<file path="src/rtl/mem_lsu_axil.sv">
// Load/store/fetch unit between a core and an AXI4-Lite memory.
// Stores are posted through a small FIFO; loads and fetches wait for it to drain.
module mem_lsu_axil #(
  parameter int unsigned XLEN     = 32,
  parameter int unsigned AW       = 32,
  parameter int unsigned SB_DEPTH = 4
) (
  input  logic              clock,
  input  logic              resetn,
  input  logic              req_valid,
  output logic              req_ready,
  input  logic [1:0]        req_op,
  input  logic [1:0]        req_size,
  input  logic              req_signed,
  input  logic [AW-1:0]     req_addr,
  input  logic [XLEN-1:0]   req_wdata,
  output logic              rsp_valid,
  output logic [XLEN-1:0]   rsp_data,
  output logic              rsp_err,
  output logic              sb_empty,
  output logic              wr_err,
  output logic [AW-1:0]     araddr,
  output logic [2:0]        arprot,
  output logic              arvalid,
  input  logic              arready,
  input  logic [XLEN-1:0]   rdata,
  input  logic [1:0]        rresp,
  input  logic              rvalid,
  output logic              rready,
  output logic [AW-1:0]     awaddr,
  output logic [2:0]        awprot,
  output logic              awvalid,
  input  logic              awready,
  output logic [XLEN-1:0]   wdata,
  output logic [XLEN/8-1:0] wstrb,
  output logic              wvalid,
  input  logic              wready,
  input  logic [1:0]        bresp,
  input  logic              bvalid,
  output logic              bready
);
  localparam int unsigned NB = XLEN / 8;
  localparam int unsigned LW = $clog2(NB);
  localparam int unsigned PW = $clog2(SB_DEPTH);

  typedef enum logic [1:0] {RIdle, RAr, RR} r_state_e;
  typedef enum logic [1:0] {WIdle, WXfer, WResp} w_state_e;

  r_state_e r_state_q, r_state_d;
  w_state_e w_state_q, w_state_d;
  logic     aw_done_q, aw_done_d, w_done_q, w_done_d;

  logic [AW-1:0]   sb_addr [SB_DEPTH];
  logic [XLEN-1:0] sb_data [SB_DEPTH];
  logic [NB-1:0]   sb_strb [SB_DEPTH];
  logic [PW-1:0]   wr_ptr_q, rd_ptr_q;
  logic [PW:0]     count_q;
  logic            sb_full;

  logic [AW-1:0]   araddr_q;
  logic [2:0]      arprot_q;
  logic [LW-1:0]   lane_q;
  logic [1:0]      size_q;
  logic            sgn_q;
  logic            rsp_valid_q, rsp_err_q, wr_err_q;
  logic [XLEN-1:0] rsp_data_q;

  logic            is_store, is_fetch, bad, accept, push, pop;
  logic [1:0]      eff_size;
  logic [LW-1:0]   lane;
  logic [AW-1:0]   addr_al;
  logic [XLEN-1:0] st_data, shifted, ld_ext;
  logic [NB-1:0]   size_mask, st_strb;

  // Request decode
  assign is_store = (req_op == 2'b00);
  assign is_fetch = req_op[1];
  assign eff_size = is_fetch ? 2'b10 : req_size;
  assign lane     = req_addr[LW-1:0];
  assign addr_al  = req_addr & ~(AW'(NB - 1));

  always_comb begin
    case (eff_size)
      2'b00:   bad = 1'b0;
      2'b01:   bad = req_addr[0];
      2'b10:   bad = |req_addr[1:0];
      default: bad = (XLEN != 64) || (|req_addr[2:0]);
    endcase
  end

  assign sb_full   = (count_q == (PW+1)'(SB_DEPTH));
  assign sb_empty  = (count_q == '0) && (w_state_q == WIdle);
  assign req_ready = (r_state_q == RIdle) && (is_store ? !sb_full : sb_empty);
  assign accept    = req_valid && req_ready;
  assign push      = accept && is_store && !bad;
  assign pop       = (w_state_q == WResp) && bvalid;

  // Replicate store data across every lane so the strobe alone selects bytes
  always_comb begin
    st_data = '0;
    for (int i = 0; i < NB; i++) begin
      case (eff_size)
        2'b00:   st_data[i*8 +: 8] = req_wdata[7:0];
        2'b01:   st_data[i*8 +: 8] = req_wdata[(i%2)*8 +: 8];
        2'b10:   st_data[i*8 +: 8] = req_wdata[(i%4)*8 +: 8];
        default: st_data[i*8 +: 8] = req_wdata[i*8 +: 8];
      endcase
    end
  end

  always_comb begin
    case (eff_size)
      2'b00:   size_mask = NB'(1);
      2'b01:   size_mask = NB'(3);
      2'b10:   size_mask = NB'(15);
      default: size_mask = '1;
    endcase
  end
  assign st_strb = size_mask << lane;

  assign shifted = rdata >> {lane_q, 3'b000};
  always_comb begin
    case (size_q)
      2'b00:   ld_ext = sgn_q ? XLEN'($signed(shifted[7:0]))  : XLEN'(shifted[7:0]);
      2'b01:   ld_ext = sgn_q ? XLEN'($signed(shifted[15:0])) : XLEN'(shifted[15:0]);
      2'b10:   ld_ext = sgn_q ? XLEN'($signed(shifted[31:0])) : XLEN'(shifted[31:0]);
      default: ld_ext = shifted;
    endcase
  end

  always_comb begin
    r_state_d = r_state_q;
    case (r_state_q)
      RIdle:   if (accept && !is_store && !bad) r_state_d = RAr;
      RAr:     if (arready) r_state_d = RR;
      RR:      if (rvalid) r_state_d = RIdle;
      default: r_state_d = RIdle;
    endcase
  end

  // AW and W complete independently; the response phase waits for both
  always_comb begin
    w_state_d = w_state_q;
    aw_done_d = aw_done_q;
    w_done_d  = w_done_q;
    case (w_state_q)
      WIdle: begin
        if (count_q != '0) begin
          w_state_d = WXfer;
          aw_done_d = 1'b0;
          w_done_d  = 1'b0;
        end
      end
      WXfer: begin
        if (awready) aw_done_d = 1'b1;
        if (wready)  w_done_d  = 1'b1;
        if (aw_done_d && w_done_d) w_state_d = WResp;
      end
      WResp:   if (bvalid) w_state_d = WIdle;
      default: w_state_d = WIdle;
    endcase
  end

  assign arvalid   = (r_state_q == RAr);
  assign rready    = (r_state_q == RR);
  assign araddr    = araddr_q;
  assign arprot    = arprot_q;
  assign awvalid   = (w_state_q == WXfer) && !aw_done_q;
  assign wvalid    = (w_state_q == WXfer) && !w_done_q;
  assign bready    = (w_state_q == WResp);
  assign awaddr    = sb_addr[rd_ptr_q];
  assign wdata     = sb_data[rd_ptr_q];
  assign wstrb     = sb_strb[rd_ptr_q];
  assign awprot    = 3'b000;
  assign rsp_valid = rsp_valid_q;
  assign rsp_data  = rsp_data_q;
  assign rsp_err   = rsp_err_q;
  assign wr_err    = wr_err_q;

  always_ff @(posedge clock) begin
    if (!resetn) begin
      r_state_q   <= RIdle;
      w_state_q   <= WIdle;
      aw_done_q   <= 1'b0;
      w_done_q    <= 1'b0;
      wr_ptr_q    <= '0;
      rd_ptr_q    <= '0;
      count_q     <= '0;
      araddr_q    <= '0;
      arprot_q    <= '0;
      lane_q      <= '0;
      size_q      <= '0;
      sgn_q       <= 1'b0;
      rsp_valid_q <= 1'b0;
      rsp_err_q   <= 1'b0;
      rsp_data_q  <= '0;
      wr_err_q    <= 1'b0;
      for (int i = 0; i < SB_DEPTH; i++) begin
        sb_addr[i] <= '0;
        sb_data[i] <= '0;
        sb_strb[i] <= '0;
      end
    end else begin
      r_state_q <= r_state_d;
      w_state_q <= w_state_d;
      aw_done_q <= aw_done_d;
      w_done_q  <= w_done_d;
      if (push) begin
        sb_addr[wr_ptr_q] <= addr_al;
        sb_data[wr_ptr_q] <= st_data;
        sb_strb[wr_ptr_q] <= st_strb;
        wr_ptr_q          <= wr_ptr_q + 1'b1;
      end
      if (pop) rd_ptr_q <= rd_ptr_q + 1'b1;
      count_q <= count_q + (PW+1)'(push) - (PW+1)'(pop);
      if (pop && (bresp != 2'b00)) wr_err_q <= 1'b1;

      rsp_valid_q <= 1'b0;
      if (accept && (is_store || bad)) begin
        rsp_valid_q <= 1'b1;
        rsp_err_q   <= bad;
        rsp_data_q  <= '0;
      end else if (accept) begin
        araddr_q <= addr_al;
        arprot_q <= is_fetch ? 3'b100 : 3'b000;
        lane_q   <= lane;
        size_q   <= eff_size;
        sgn_q    <= req_signed && !is_fetch;
      end
      if ((r_state_q == RR) && rvalid) begin
        rsp_valid_q <= 1'b1;
        rsp_err_q   <= (rresp != 2'b00);
        rsp_data_q  <= (rresp != 2'b00) ? '0 : ld_ext;
      end
    end
  end

endmodule
</file>
<file path="config.mk">
export PLATFORM = sky130hd
export DESIGN_NAME = mem_lsu_axil
export DESIGN_NICKNAME = d
export VERILOG_FILES = /design/src/rtl/mem_lsu_axil.sv
export SDC_FILE = /design/constraint.sdc
export NUM_CORES = 1
export LEC_CHECK = 0
export CORE_ASPECT_RATIO = 2
export CORE_UTILIZATION = 58
export CTS_CLUSTER_SIZE = 8
export DETAILED_ROUTE_END_ITERATION = 10
export HOLD_SLACK_MARGIN = 0.03
export PLACE_DENSITY = 0.86
export SYNTH_ARGS = -nofsm -noshare
export SYNTH_HDL_FRONTEND = slang
export SYNTH_SLANG_ARGS = --single-unit
</file>
<file path="constraint.sdc">
create_clock -name clock -period 27.4 [get_ports clock]
set_clock_uncertainty 0.15 [all_clocks]
set_input_delay 8.22 -clock clock [delete_from_list [all_inputs] [get_ports clock]]
set_output_delay 8.22 -clock clock [all_outputs]
set_load 0.005 [all_outputs]
</file>
# Yosys cells after proc, flatten, opt, wreduce, memory -nomap -nowiden
# Memory sizes are Yosys's and may differ from the RTL's. A register that Yosys moved wholly into a read port is not among the register bits.
# Index checks and enable logic that the tools add are counted.
# W data, S select, Z words.
[classes]
n_eq_ne = 14
reduce_logical = 42
mux = 52
shifts = 2
n_addsub = 4
bitwise_logic = 1
[op_table]
columns = ["cell", "n"]
rows = [
  ["$mux W32", 6],
  ["$pmux W32 S2", 1],
  ["$mux W2", 16],
  ["$reduce_or A32 Y1", 1],
  ["$shr A32 B5 Y32", 1],
  ["$mux W30", 1],
  ["$reduce_or A30 Y1", 1],
  ["$mux W1", 17],
  ["$mux W8", 2],
  ["$pmux W8 S2", 1],
  ["$logic_and A1 B1 Y1", 15],
  ["$pmux W2 S3", 2],
  ["$logic_not A2 Y1", 5],
  ["$eq A2 B1 Y1 const B", 4],
  ["$pmux W4 S2", 1],
  ["$reduce_bool A2 Y1", 4],
  ["$eq A2 B2 Y1 const B", 3],
  ["$logic_not A1 Y1", 6],
  ["$ne A2 B1 Y1 const B", 3],
  ["$ne A2 B2 Y1 const B", 3],
  ["$reduce_and A3 Y1", 2],
  ["$add A2 B1 Y2 const B", 2],
  ["$mux W4", 1],
  ["$pmux W1 S2", 2],
  ["13 further kinds", 15],
]
[totals]
regBits = 86
elab_cells = 134
mem_bits_rw = 264
n_memories = 3
[mem_list]
columns = ["memory", "depth", "word_bits", "rd", "rd_ports_with_merged_regs", "wr", "line_no", "source"]
rows = [
  ["sb_data", 4, 32, 1, 1, 4, "54", "logic [XLEN-1:0] sb_data [SB_DEPTH];"],
  ["sb_addr", 4, 30, 1, 1, 4, "53", "logic [AW-1:0] sb_addr [SB_DEPTH];"],
  ["sb_strb", 4, 4, 1, 1, 4, "55", "logic [NB-1:0] sb_strb [SB_DEPTH];"],
]

# Longest topological paths before layout
# Gate-level depths: netlist of the first run.
[depth]
ltp_word = 12
ltp_mapped = 12

# Worst setup path before layout of the first run
# Ideal clock, no wire load.
[synth_path]
kind = "input-to-output"
start = "in req_op[1]"
end = "out req_ready"
stages = 4
required_ns = 19.030
path_buffers = 0
arrival_time_ns = 8.811
setup_slack_ns = 10.219
path_cell_list = "nor2_1 > and2_1 > nor2_1 > nor3_1"
[synth_via]
elab_chain_cells = 3
[synth_rtl]
columns = ["element", "line_no", "source"]
rows = [
  ["from (decl)", "12", "input logic [1:0] req_op,"],
  ["$logic_not A2 Y1", "76", "assign is_store = (req_op == 2'b00);"],
  ["$mux W1", "93", "assign req_ready = (r_state_q == RIdle) && (is_store ? !sb_full : sb_empty);"],
  ["$logic_and A1 B1 Y1", "93", ""],
  ["to (decl)", "11", "output logic req_ready,"],
]
# Every way passes these cells.

# Worst setup path in the final report of the first run
# Ends and elaborated chain as after synthesis.

==> results.toml, run 1 <==
[critical_path]
crit_type = "input port to output pin"
worstPathCellList = "clkdlybuf4s50_1, nor2_1, nor4_2, nor2_1, nor3_1, clkdlybuf4s50_1"
worstPathArrival_ns = 10.15
cp-end-kind = "output pin"
crit_path_max_incr_delay_ns = 0.64
crit_path_start_kind = "input port"
required_ns = 19.03
slowest_stage = "clkdlybuf4s50_1"
cp_max_fo = 8

[global_routing]
track_usage_pct = 29.16
grt_pass1_vias = 11140
antenna_found_initial = 2
grt-ovfl-total = 0
grt_pass1_wl_um = 60980
grt_max_degree = 86

[clocking]
cts_tree = "yes"
clock_latency_ns = 0.54
cts_buffers = 49
hold_buffers = 0
post_cts_buffers = 0
path_clk_slew_ns = 0.05
clockBufferDepth = 3
clock-sinks = 350
cts_root_buffer = "clkbuf_16"
htree_num_levels = 2
postCtsResizedCells = 0

[route]
drt_wl_total_um = 39760
vias = 10410
antenna_left = 0
wl_per_cell_um = 22.54
drc = 0
via_per_inst = 5.903
first_iter_violations = 777
firstDrtPassIters = 5

[synthesis]
async_flop_share_pct = 0
ys_seq_elements = 350
synthCells = 1152
synth_edf_count = 264
avgSynthCellArea_um2 = 13.64
yosys_warnings = 0
syn-cell-area_um2 = 15710
synth_cell_types = 59
yosysSeqAreaShare_pct = 61.42
ys.flop_type = "edfxtp_1"

[power]
p_sw_w = 0.0002742
swShare_pct = 21.83
sequentialPowerShare_pct = 47.7
combPwrFrac_pct = 8.7
p_leak_nw = 7.055
powerDensity_nw_per_um2 = 63.62
power.total_w = 0.001256
p_int_w = 0.0009817
power.share.clock_pct = 43.6
peakVddDrop_v = 0.00005026

[timing]
finalSetupViolCount = 0
fin_crit_sh_pct = 67.60
drv_slew = 0
setup_tns_ns = 0
hold_viol_final = 0
rsz0062_at_grt = "no"
slew_headroom_pct = 22.79
worst_pin_slew_ns = 1.156
fmax_mhz = 53.99
period_needed_ns = 18.52

[run_status]
outcome = "complete, no violations"

[cells_and_area]
finish.utilization_pct = 74.54
area_growth_pct = 25.65
fin_nets = 1509
fin_cells = 1764
layout_common_cells = "edfxtp_1, clkdlybuf4s50_1, and2_1"
final_layout_size_suffix_gt1_share_pct = 14.95
final_common_cell = "edfxtp_1"

[floorplan]
num_rows = 84
core_area_um2 = 26490
die_area_um2 = 27790
dieHeight_um = 234.8
start_util_pct = 59.32
die_x_um = 118.4
ioPinCount = 261

[placement]
port_buffers = 251
gp_congestion = 0.8465
dp_hpwl_um = 25660
place_inst = 1686

[run]
maxCapViolations = 0

[worst_hold_path]
hold_class = "flip-flop to flip-flop"
## power by group through the flow
stage | Clock [W] | Sequential, W | Combinational (W)
floorplan | 0 | 0.000608 | 0.0000541
global placement | 0 | 0.000606 | 0.000108
detailed placement | 0 | 0.000609 | 0.000109
CTS | 0.000553 | 0.000599 | 0.000110
global route | 0.000572 | 0.000600 | 0.000117
finish | 0.000547 | 0.000599 | 0.000110
## synth_stat cells (4+ instances only)
master     instances  area (um2)
buf_2             16       80.08
a22o_1            24       210.2
a21oi_1           22       110.1
inv_1              7       26.28
mux4_2            66        1486
nor2_4             6       67.56
dfxtp_1           86        1722
and2_1           156       975.9
mux2i_1           77       770.7
buf_6             12       135.1
nor4_1             4       25.02
buf_4             10       75.07
mux2_2             9       101.4
nand3_1            5       25.02
clkbuf_1          34       127.6
nor2b_1            9       56.30
nor2_2            35       219.0
nor2_1            96       360.4
o2bb2ai_1          8       70.07
nor3_1             9       45.04
clkbuf_2           7       35.03
nand2_1           97       364.1
buf_1              5       18.77
o21ai_0           33       165.2
edfxtp_1         264        7928
## layer usage
| metal | global-route usage (%) | share of wire [%] | wire (um) | up-vias |
|---|---|---|---|---|
| met2 | 54.78 | 55 | 21910 | 484 |
| met1 | 29.71 | 34 | 13490 | 5181 |
| li1 | - | - | - | 4627 |
| met5 | 0 | 0 | 0 | - |
| met4 | 18.07 | 5.6 | 2236 | 0 |
| met3 | 4.466 | 5.3 | 2115 | 121 |
## flip-flops by register name, summed over array words and instances, names as in the netlist, 3 cells and up, named ones only
name and cells:
rsp_data 32, sb_strb 16, araddr 30, count_q 3, sb_data 128, sb_addr 120
## kinds of logic (layout without fill, tap and decap cells)
group | after synthesis | count (layout) | synth area share (%)
fa+ha+maj | 3 | 3 | 0.2867
mux | 152 | 152 | 15.01
other cells | 1 | 11 | 0.02387
simple gates | 441 | 441 | 14.85
flops | 350 | 350 | 61.42
compound gates | 105 | 105 | 4.484
xor+xnor | 5 | 5 | 0.2788
buf+inv | 95 | 353 | 3.647
## worst max-delay path: cells and delay by family
kind          cells  cell delay (ns)
simple gates      4             0.74
buf+inv           2             1.18
## final cells by class
class / instances / area (um2)
fillers: 1688 / 6744
well taps: 344 / 430.4
clock inverters: 1 / 8.758
clock buffers: 75 / 1376
diodes: 2 / 5.005
inverters: 7 / 26.28
multi-input cells: 715 / 5585
repair buffers: 270 / 2653
flip-flops and latches: 350 / 9657
## through the flow
stage / hold slack (ns) / worst slack [ns] / cell area [um2]
final: 0.3087 / 8.877 / 19740
after global routing: 0.3254 / 8.795 / 19740
after CTS: 0.3046 / 8.889 / 19740
after detailed placement: 0.2959 / 8.907 / 18350
after global placement: 0.2821 / 8.973 / 18350
after floorplan: 0.2921 / 10.22 / 15740
## path summary, 6_finish.rpt
check	from	end	slack, ns	cells after the start
worst max register to register	r_state_q[0]	sb_data[2][30]	24.29	5
worst min-delay path	rsp_data[5]	rsp_data[5]	0.31	1
worst max-delay path	req_op[1]	req_ready	8.88	6
worst min register to register	rsp_data[5]	rsp_data[5]	0.31	1
Power figures use the tool's default switching activity.
==> run 2: changes to the inputs <==
CORE_UTILIZATION = 48   (was 58)
PLACE_DENSITY = 0.76   (was 0.86)
clock period = 16.8 ns   (was 27.4 ns; I/O delays follow)
==> run 2 against run 1 <==
Cell count up 5.3%. Routed wire length up 0.99%. Clock power is 66% higher. Largest power group unchanged.
==> results.toml, run 2 (synthesis gave the netlist of run 1 again) <==
[global_routing]
grt_max_degree = 88
track_usage_pct = 24.64
grt_pass1_vias = 10670
grt_pass1_wl_um = 60530
antenna_found_initial = 1
grt-ovfl-total = 0

[timing]
finalSetupViolCount = 0
rsz0062_at_grt = "no"
fmax_mhz = 82.16
fin_ws_ns = 4.628
hold_viol_final = 0
period_needed_ns = 12.17
drv_slew = 0
setup_tns_ns = 0
worst_pin_slew_ns = 1.107
fin_crit_sh_pct = 72.45
slew_headroom_pct = 25.59

[cells_and_area]
area_growth_pct = 26.40
fillers = 2492
fin_nets = 1506
layout_common_cells = "edfxtp_1, clkdlybuf4s50_1, and2_1"
top_register = "sb_data"
final_common_cell = "edfxtp_1"
largest_reg_flops = 128
final_layout_size_suffix_gt1_share_pct = 14.70

[critical_path]
worstPathArrival_ns = 6.98
required_ns = 11.61
regToRegStartpoint = "r_state_q[0]"
crit_type = "input port to output pin"
reg2reg_to = "sb_addr[0][11]"
cp_max_fo = 8
r2r.worst_path.cells = 5
cp-end-kind = "output pin"
r2r_slack_ns = 13.34
crit_path_max_incr_delay_ns = 0.69
worstPathCellList = "clkdlybuf4s50_1, nor2_1, nor4_2, nor2_1, nor3_1, clkdlybuf4s50_1"
slowest_stage = "clkdlybuf4s50_1"
endpoint = "req_ready"
critPathLaunch = "req_op[1]"
crit_path_start_kind = "input port"

[clocking]
clockBufferDepth = 3
postCtsResizedCells = 0
cts_root_buffer = "clkbuf_16"
cts_tree = "yes"
clock-sinks = 350
htree_num_levels = 2
post_cts_buffers = 0
clock_latency_ns = 0.56
path_clk_slew_ns = 0.05
cts_buffers = 49
hold_buffers = 0

[run]
maxCapViolations = 0

[power]
p_leak_nw = 7.047
powerDensity_nw_per_um2 = 103.8
peakVddDrop_v = 0.00008419
power.total_w = 0.002062

[route]
wl_per_cell_um = 21.61
first_iter_violations = 682
antenna_left = 0
drt_wl_total_um = 40150
via_per_inst = 5.474
drc = 0
vias = 10170
firstDrtPassIters = 5

[placement]
gp_congestion = 0.8868
port_buffers = 251
preCtsSetupSlack_ns = 4.678
dp_hpwl_um = 26150

[floorplan]
core_area_um2 = 32230
num_rows = 93
die_x_um = 129.9
dieHeight_um = 257.9
die_area_um2 = 33500
start_util_pct = 48.74
ioPinCount = 261

[run_status]
outcome = "complete, no violations"

[worst_hold_path]
hold_class = "flip-flop to flip-flop"
-- run 2: metal layers --
metal  vias to the layer above  track usage (%)  wire (um)
met2                       393            44.71      21890
met4                         0            13.34       1967
met1                      5037            26.06      13840
li1                       4648                -          -
met3                        92            5.200       2459
met5                         -                0          0
-- run 2: where the power goes --
group          switching, W  internal, W  total (W)  leakage [nW]
logic             0.0000928    0.0000856   0.000178          2.95
clock network      0.000357     0.000551   0.000909         0.674
registers         0.0000130     0.000962   0.000975          3.42
total              0.000463      0.00160    0.00206          7.05
-- run 2: stage by stage --
step	util, %	hold WS [ns]	cells	cell area [um2]
floorplan	-	0.2921	1160	15740
global placement	57.20	0.2846	1766	18440
detailed placement	57.20	0.2969	1766	18440
CTS	61.60	0.3095	1856	19850
global route	61.60	0.3245	1857	19860
finish	61.61	0.3062	1858	19860
-- run 2: final cells by class --
| class | count | area (um2) | area share [%] |
|---|---|---|---|
| Tap cell | 427 | 534.3 | 2.690 |
| Sequential cell | 350 | 9657 | 48.63 |
| Antenna cell | 2 | 5.005 | 0.02520 |
| Clock buffer | 87 | 1379 | 6.943 |
| Timing Repair Buffer | 267 | 2630 | 13.24 |
| Multi-Input combinational cell | 715 | 5590 | 28.15 |
| Inverter | 7 | 26.28 | 0.1323 |
| Clock inverter | 3 | 37.54 | 0.1890 |
-- run 2: worst max-delay path, delay by kind of cell --
kind | cells | cell delay [ns]
buf+inv | 2 | 1.22
simple gates | 4 | 0.72
-- run 2: how the worst min path moves through the flow --
| stage | startpoint | endpoint | slack, ns | cells after the start |
|---|---|---|---|---|
| 6_report | araddr[13] | araddr[13] | 0.31 | 2 |
| 2_1_floorplan | wr_err | wr_err | 0.29 | 2 |
| 4_1_cts | araddr[7] | araddr[7] | 0.31 | 2 |
| 3_5_place_dp | rsp_data[2] | rsp_data[2] | 0.30 | 1 |
| 5_1_grt | araddr[16] | araddr[16] | 0.32 | 2 |
| 3_3_place_gp | wr_err | wr_err | 0.28 | 2 |
